$ cat config.mk
export PLATFORM = sky130hd
export DESIGN_NAME = snowbro2_gfx_fetch
export DESIGN_NICKNAME = d
export VERILOG_FILES = /design/src/rtl/snowbro2_gfx_fetch.sv
export SDC_FILE = /design/constraint.sdc
export NUM_CORES = 1
export LEC_CHECK = 0
export BUFFER_PORTS_ARGS = -buffer_cell sky130_fd_sc_hd__clkbuf_2
export CAP_MARGIN = 20
export CELL_PAD_IN_SITES_DETAIL_PLACEMENT = 1
export CELL_PAD_IN_SITES_GLOBAL_PLACEMENT = 2
export CORE_MARGIN = 4
export CORE_UTILIZATION = 35
export DETAILED_ROUTE_END_ITERATION = 16
export GPL_TIMING_DRIVEN = 0
export MAX_ROUTING_LAYER = met4
export PLACE_DENSITY = 0.75
export SLEW_MARGIN = 25
export SYNTH_ARGS = -nofsm -noshare
export SYNTH_HDL_FRONTEND = slang
export SYNTH_SLANG_ARGS = --single-unit
$ cat constraint.sdc
create_clock -name CLK -period 13.9 [get_ports CLK]
set_input_delay 2.78 -clock CLK [delete_from_list [all_inputs] [get_ports CLK]]
set_output_delay 2.78 -clock CLK [all_outputs]
set_load 0.01 [all_outputs]
$ cat src/rtl/snowbro2_gfx_fetch.sv
// Tile-word read front-end for one 32-bit SDRAM graphics slot.
// A small direct-mapped cache answers repeated tile-row reads without touching SDRAM.
module snowbro2_gfx_fetch #(
    parameter int AW           = 22,
    parameter int ENTRIES_LOG2 = 2
) (
    input  logic          CLK,
    input  logic          RESET_N,
    input  logic          REQ,
    input  logic [AW-1:0] REQ_ADDR,
    output logic          BUSY,
    output logic          RVALID,
    output logic [31:0]   RDATA,
    input  logic          INVALIDATE,
    output logic          SD_CS,
    output logic [AW-1:0] SD_ADDR,
    input  logic          SD_OK,
    input  logic [31:0]   SD_DATA,
    output logic [15:0]   HIT_CNT,
    output logic [15:0]   MISS_CNT
);

    // state | meaning
    // IDLE  | accepting requests, hits answered in one cycle
    // FETCH | slot read outstanding, SD_CS held until SD_OK
    // GAP   | one cycle with SD_CS low before the next request
    typedef enum logic [1:0] {IDLE, FETCH, GAP} state_t;

    localparam int NE = 1 << ENTRIES_LOG2;
    localparam int TW = AW - 1 - ENTRIES_LOG2;

    state_t                    state_q;
    logic                      busy_q;
    logic                      rvalid_q;
    logic [31:0]               rdata_q;
    logic                      sd_cs_q;
    logic [AW-1:0]             sd_addr_q;
    logic                      pend_inv_q;
    logic [15:0]               hit_q;
    logic [15:0]               miss_q;
    logic [NE-1:0]             valid_q;
    logic [31:0]               data_q [NE];
    logic [TW-1:0]             tag_q  [NE];

    logic [ENTRIES_LOG2-1:0]   req_idx;
    logic [TW-1:0]             req_tag;
    logic [ENTRIES_LOG2-1:0]   fill_idx;
    logic [TW-1:0]             fill_tag;
    logic                      lookup_hit;
    logic                      fill_en;
    logic                      unused_addr_bit;

    assign req_idx         = REQ_ADDR[ENTRIES_LOG2:1];
    assign req_tag         = REQ_ADDR[AW-1:ENTRIES_LOG2+1];
    assign fill_idx        = sd_addr_q[ENTRIES_LOG2:1];
    assign fill_tag        = sd_addr_q[AW-1:ENTRIES_LOG2+1];
    assign unused_addr_bit = REQ_ADDR[0];

    // A same-cycle invalidate makes every entry look empty to the lookup.
    assign lookup_hit = valid_q[req_idx] && (tag_q[req_idx] == req_tag) && !INVALIDATE;
    assign fill_en    = (state_q == FETCH) && SD_OK;

    always_ff @(posedge CLK or negedge RESET_N) begin
        if (!RESET_N) begin
            state_q    <= IDLE;
            busy_q     <= 1'b0;
            rvalid_q   <= 1'b0;
            rdata_q    <= 32'h0;
            sd_cs_q    <= 1'b0;
            sd_addr_q  <= '0;
            pend_inv_q <= 1'b0;
            hit_q      <= 16'h0;
            miss_q     <= 16'h0;
            valid_q    <= '0;
        end else begin
            rvalid_q <= 1'b0;
            case (state_q)
                IDLE: begin
                    if (REQ) begin
                        if (lookup_hit) begin
                            rvalid_q <= 1'b1;
                            rdata_q  <= data_q[req_idx];
                            if (hit_q != 16'hFFFF) hit_q <= hit_q + 16'd1;
                        end else begin
                            state_q   <= FETCH;
                            busy_q    <= 1'b1;
                            sd_cs_q   <= 1'b1;
                            sd_addr_q <= {REQ_ADDR[AW-1:1], 1'b0};
                            if (miss_q != 16'hFFFF) miss_q <= miss_q + 16'd1;
                        end
                    end
                end
                FETCH: begin
                    if (INVALIDATE) pend_inv_q <= 1'b1;
                    if (SD_OK) begin
                        rvalid_q <= 1'b1;
                        rdata_q  <= SD_DATA;
                        sd_cs_q  <= 1'b0;
                        state_q  <= GAP;
                    end
                end
                GAP: begin
                    state_q    <= IDLE;
                    busy_q     <= 1'b0;
                    pend_inv_q <= 1'b0;
                end
                default: begin
                    state_q <= IDLE;
                    busy_q  <= 1'b0;
                    sd_cs_q <= 1'b0;
                end
            endcase

            // A fill that raced an invalidate still returns data but stays invalid.
            if (INVALIDATE)
                valid_q <= '0;
            else if (fill_en && !pend_inv_q)
                valid_q[fill_idx] <= 1'b1;
        end
    end

    always_ff @(posedge CLK) begin
        if (fill_en) begin
            data_q[fill_idx] <= SD_DATA;
            tag_q[fill_idx]  <= fill_tag;
        end
    end

    assign BUSY     = busy_q;
    assign RVALID   = rvalid_q;
    assign RDATA    = rdata_q;
    assign SD_CS    = sd_cs_q;
    assign SD_ADDR  = sd_addr_q;
    assign HIT_CNT  = hit_q;
    assign MISS_CNT = miss_q;

endmodule

==> results by group <==
Route
  – DRC viols: 0
  – Via density: 4.860
  – Vias: 6654
  – Detailed Route Iter0 Violations: 383
  – DR pass1 iterations: 4
  – Routed wire per std cell: 20.77 µm
  – Routed Antenna Nets: 0
  – Drt total wl: 28.44 mm

Die
  – Die H: 194.2 µm
  – Initial Utilization: 35.81%
  – Die ar.: 37700 µm²
  – Core Area: 33870 µm²
  – Core Rows: 67
  – Horiz. Die Dim: 194.2 µm
  – I/O Pins: 148

Clocking
  – CTS tree: yes
  – Number of buffers created by CTS: 34
  – Clk buf depth: 3
  – H-tree Lvls: 2
  – Root Buffer: clkbuf_16
  – Worst-Skew Late Latency: 510 ps
  – Post-CTS setup repair buffer count: 0
  – CTS-repair resized insts: 0
  – Clock slew at reported path FFs: 60 ps
  – Hold_buf cts: 0
  – CTS Sinks: 299

Logic synthesis
  – Post-synth EDFFs: 204
  – Top cell type's share of synthesized area: 50.51%
  – Largest cells by area after synthesis: edfxtp_1 51%, dfrtp_1 20%, mux4_2 8.9%, nand2_1 3.6%, mux2_4 3.6%
  – Sequential area share after synthesis: 70.11%
  – Syn Nets: 763
  – Mapped Area: 12130 µm²
  – Cells after Synth: 702
  – Flops & latches, synth: 299
  – Netlist cell types: 43
  – Mean Syn Cell Area: 17.28 µm²
  – Yosys top cell by area: edfxtp_1
  – Yosys warns: 0
  – Main synth FF type: edfxtp_1
  – Fraction of registers with async set or reset after synthesis: 31.77%

STA
  – Final setup fails: 0
  – Crit share post-route: 40.43%
  – Slew @ Worst Pin: 924.9 ps
  – Skew final: 8.871 ps
  – Normalized max-slew margin: 38.34%
  – Final Hold Violating Endpoints: 0
  – RSZ-0062 raised after global routing: false
  – Tmin final: 5620 ps
  – Achievable Freq: 177.9 MHz
  – Setup TNS: 0 ps
  – Final Max Slew Viols: 0

Worst setup path
  – Endpoint class of the critical path: flip-flop
  – Critical Path RT: 14290 ps
  – Startpoint Class: input port
  – Crit path kind: in2reg
  – Worst path arrival time: 6010 ps
  – Crit Path Max Fanout: 10

Final layout
  – Fillers: 3372
  – Multi-input logic area: 3417 µm²
  – Area Overhead vs Synth: 22.18%
  – Layout cells sized above 1: 37.39%
  – End-of-flow core utilization: 43.76%
  – Register area: 8503 µm²
  – Final nets: 955

Outcome
  – Outcome: finished, final reports clean

Power and ir drop
  – Worst VDD drop: 0.1207 mV
  – Switching Fraction: 26.86%
  – Leakage Power: 5.775 nW
  – Cell Pwr Density: 180.9 nW/µm²
  – Clk pwr share: 35.8%
  – Total net switching power: 0.7202 mW
  – Final Power: 2.681 mW
  – Int Power: 1.961 mW
  – Flop pwr share: 45.7%
  – Combinational Power Share: 18.5%

GRT
  – Vias in the first global route: 7273
  – Total Routing Usage GR: 15.54%
  – First-pass GRT wire length: 44.65 mm
  – Total gr overflow: 0
  – Antenna violations before repair: 1
  – Largest net degree at the start of global routing: 64

Placement
  – Dpl hpwl: 19.09 mm
  – Final Wtd Congestion: 0.7316
  – Port Buffer Count: 143

Job
  – Number of max-cap violations: 0

Hold path
  – Hold WC Path Type: reg2reg
-- state kept, by name, indices dropped and copies added (netlist names), 2 cells and up --
signal and cells:
state_q 2, SD_ADDR 21, HIT_CNT 16, valid_q 4, MISS_CNT 16, tag_q 76, RDATA 32, data_q 128
-- worst max-delay path: stages --
cell and delay [ps]:
clkbuf_1 430, buf_1 590, mux4_2 430, xnor2_1 220
nand2_1 70, nor4_1 310, nand2_1 220, o21ai_4 420
buf_12 210, mux2_4 310
-- cell usage after synthesis (all sizes together) (4+ instances only) --
cell    instances
a21oi           6
nand3          15
a31oi           4
clkbuf          8
xnor2          35
nand4          14
mux4           52
dfrtp          95
nor4            5
nor2           16
nor3            9
and4            5
mux2           56
xor2           11
edfxtp        204
and2            4
nand2         118
inv             7
buf            20
-- power groups by stage --
stage               registers [mW]  clock network, mW  logic (mW)
floorplan                     1.26                  0       0.262
global placement              1.24                  0       0.490
detailed placement            1.24                  0       0.511
CTS                           1.23              0.989       0.514
global route                  1.25               1.03       0.545
finish                        1.22              0.959       0.497
-- cells by family after synthesis --
group	after synthesis	synth area share, %
AO/OA/AOI/OAI	18	1.062
XOR/XNOR	46	3.384
adder cells (fa/ha/maj)	2	0.2063
buffers and inverters	35	1.888
flip-flops	299	70.11
multiplexers	108	15.88
other	1	0.03092
AND/OR/NAND/NOR	193	7.448
-- layout by cell type (no fill, tap or decap), types with 8 or more instances in the layout --
| master | instances |
|---|---|
| edfxtp_1 | 204 |
| xor2_1 | 11 |
| clkbuf_16 | 34 |
| nand2_1 | 117 |
| clkinv_2 | 9 |
| nor2_1 | 15 |
| nand4_1 | 14 |
| mux2_4 | 29 |
| mux2_2 | 26 |
| clkbuf_1 | 12 |
| clkbuf_2 | 142 |
| xnor2_1 | 34 |
| dfrtp_1 | 95 |
| buf_4 | 8 |
| nand3_1 | 14 |
| mux4_2 | 48 |
-- path summary, 6_finish.rpt --
| kind | from | endpoint | slack, ps | depth (start not counted) |
|---|---|---|---|---|
| min | HIT_CNT[9]$_DFFE_PN0P_ | HIT_CNT[9]$_DFFE_PN0P_ | 490 | 1 |
| max | REQ_ADDR[2] | RDATA[7]$_DFFE_PN0P_ | 8280 | 10 |
| min reg2reg | HIT_CNT[9]$_DFFE_PN0P_ | HIT_CNT[9]$_DFFE_PN0P_ | 490 | 1 |
| max reg2reg | tag_q[2][0]$_DFFE_PP_ | RDATA[7]$_DFFE_PN0P_ | 11040 | 8 |
| min in group asynchronous | RESET_N | RDATA[21]$_DFFE_PN0P_ | 2180 | 1 |
| max in group asynchronous | RESET_N | MISS_CNT[9]$_DFFE_PN0P_ | 11050 | 2 |
-- metrics by stage --
stage | worst slack (ps) | area, µm² | hold WS [ps] | std cells
4_1_cts | 8132 | 14820 | 486.0 | 1368
5_1_grt | 8020 | 14820 | 497.9 | 1369
2_1_floorplan | 6981 | 12130 | 457.3 | 702
3_3_place_gp | 3362 | 13410 | 467.5 | 1293
3_5_place_dp | 7671 | 13610 | 471.8 | 1306
6_report | 8280 | 14820 | 485.1 | 1369
-- cell type report --
cell class              count  share of cell area, %
inverters                   7                 0.1773
repair buffers            156                  6.096
plain buffers              28                  1.368
multi-input cells         368                  23.06
well taps                 448                  3.783
clock buffers              41                  6.121
clock inverters            21                  2.001
flip-flops and latches    299                  57.38
diodes                      1                0.01689
-- metal layers --
metal	wire, µm	vias up	global-route usage, %
met5	0	-	-
met4	539	0	3.542
met3	1375	46	3.371
met2	14070	145	25.74
met1	12450	3424	19.83
li1	-	3039	-
No activity file was read; power rests on OpenSTA's default activity.
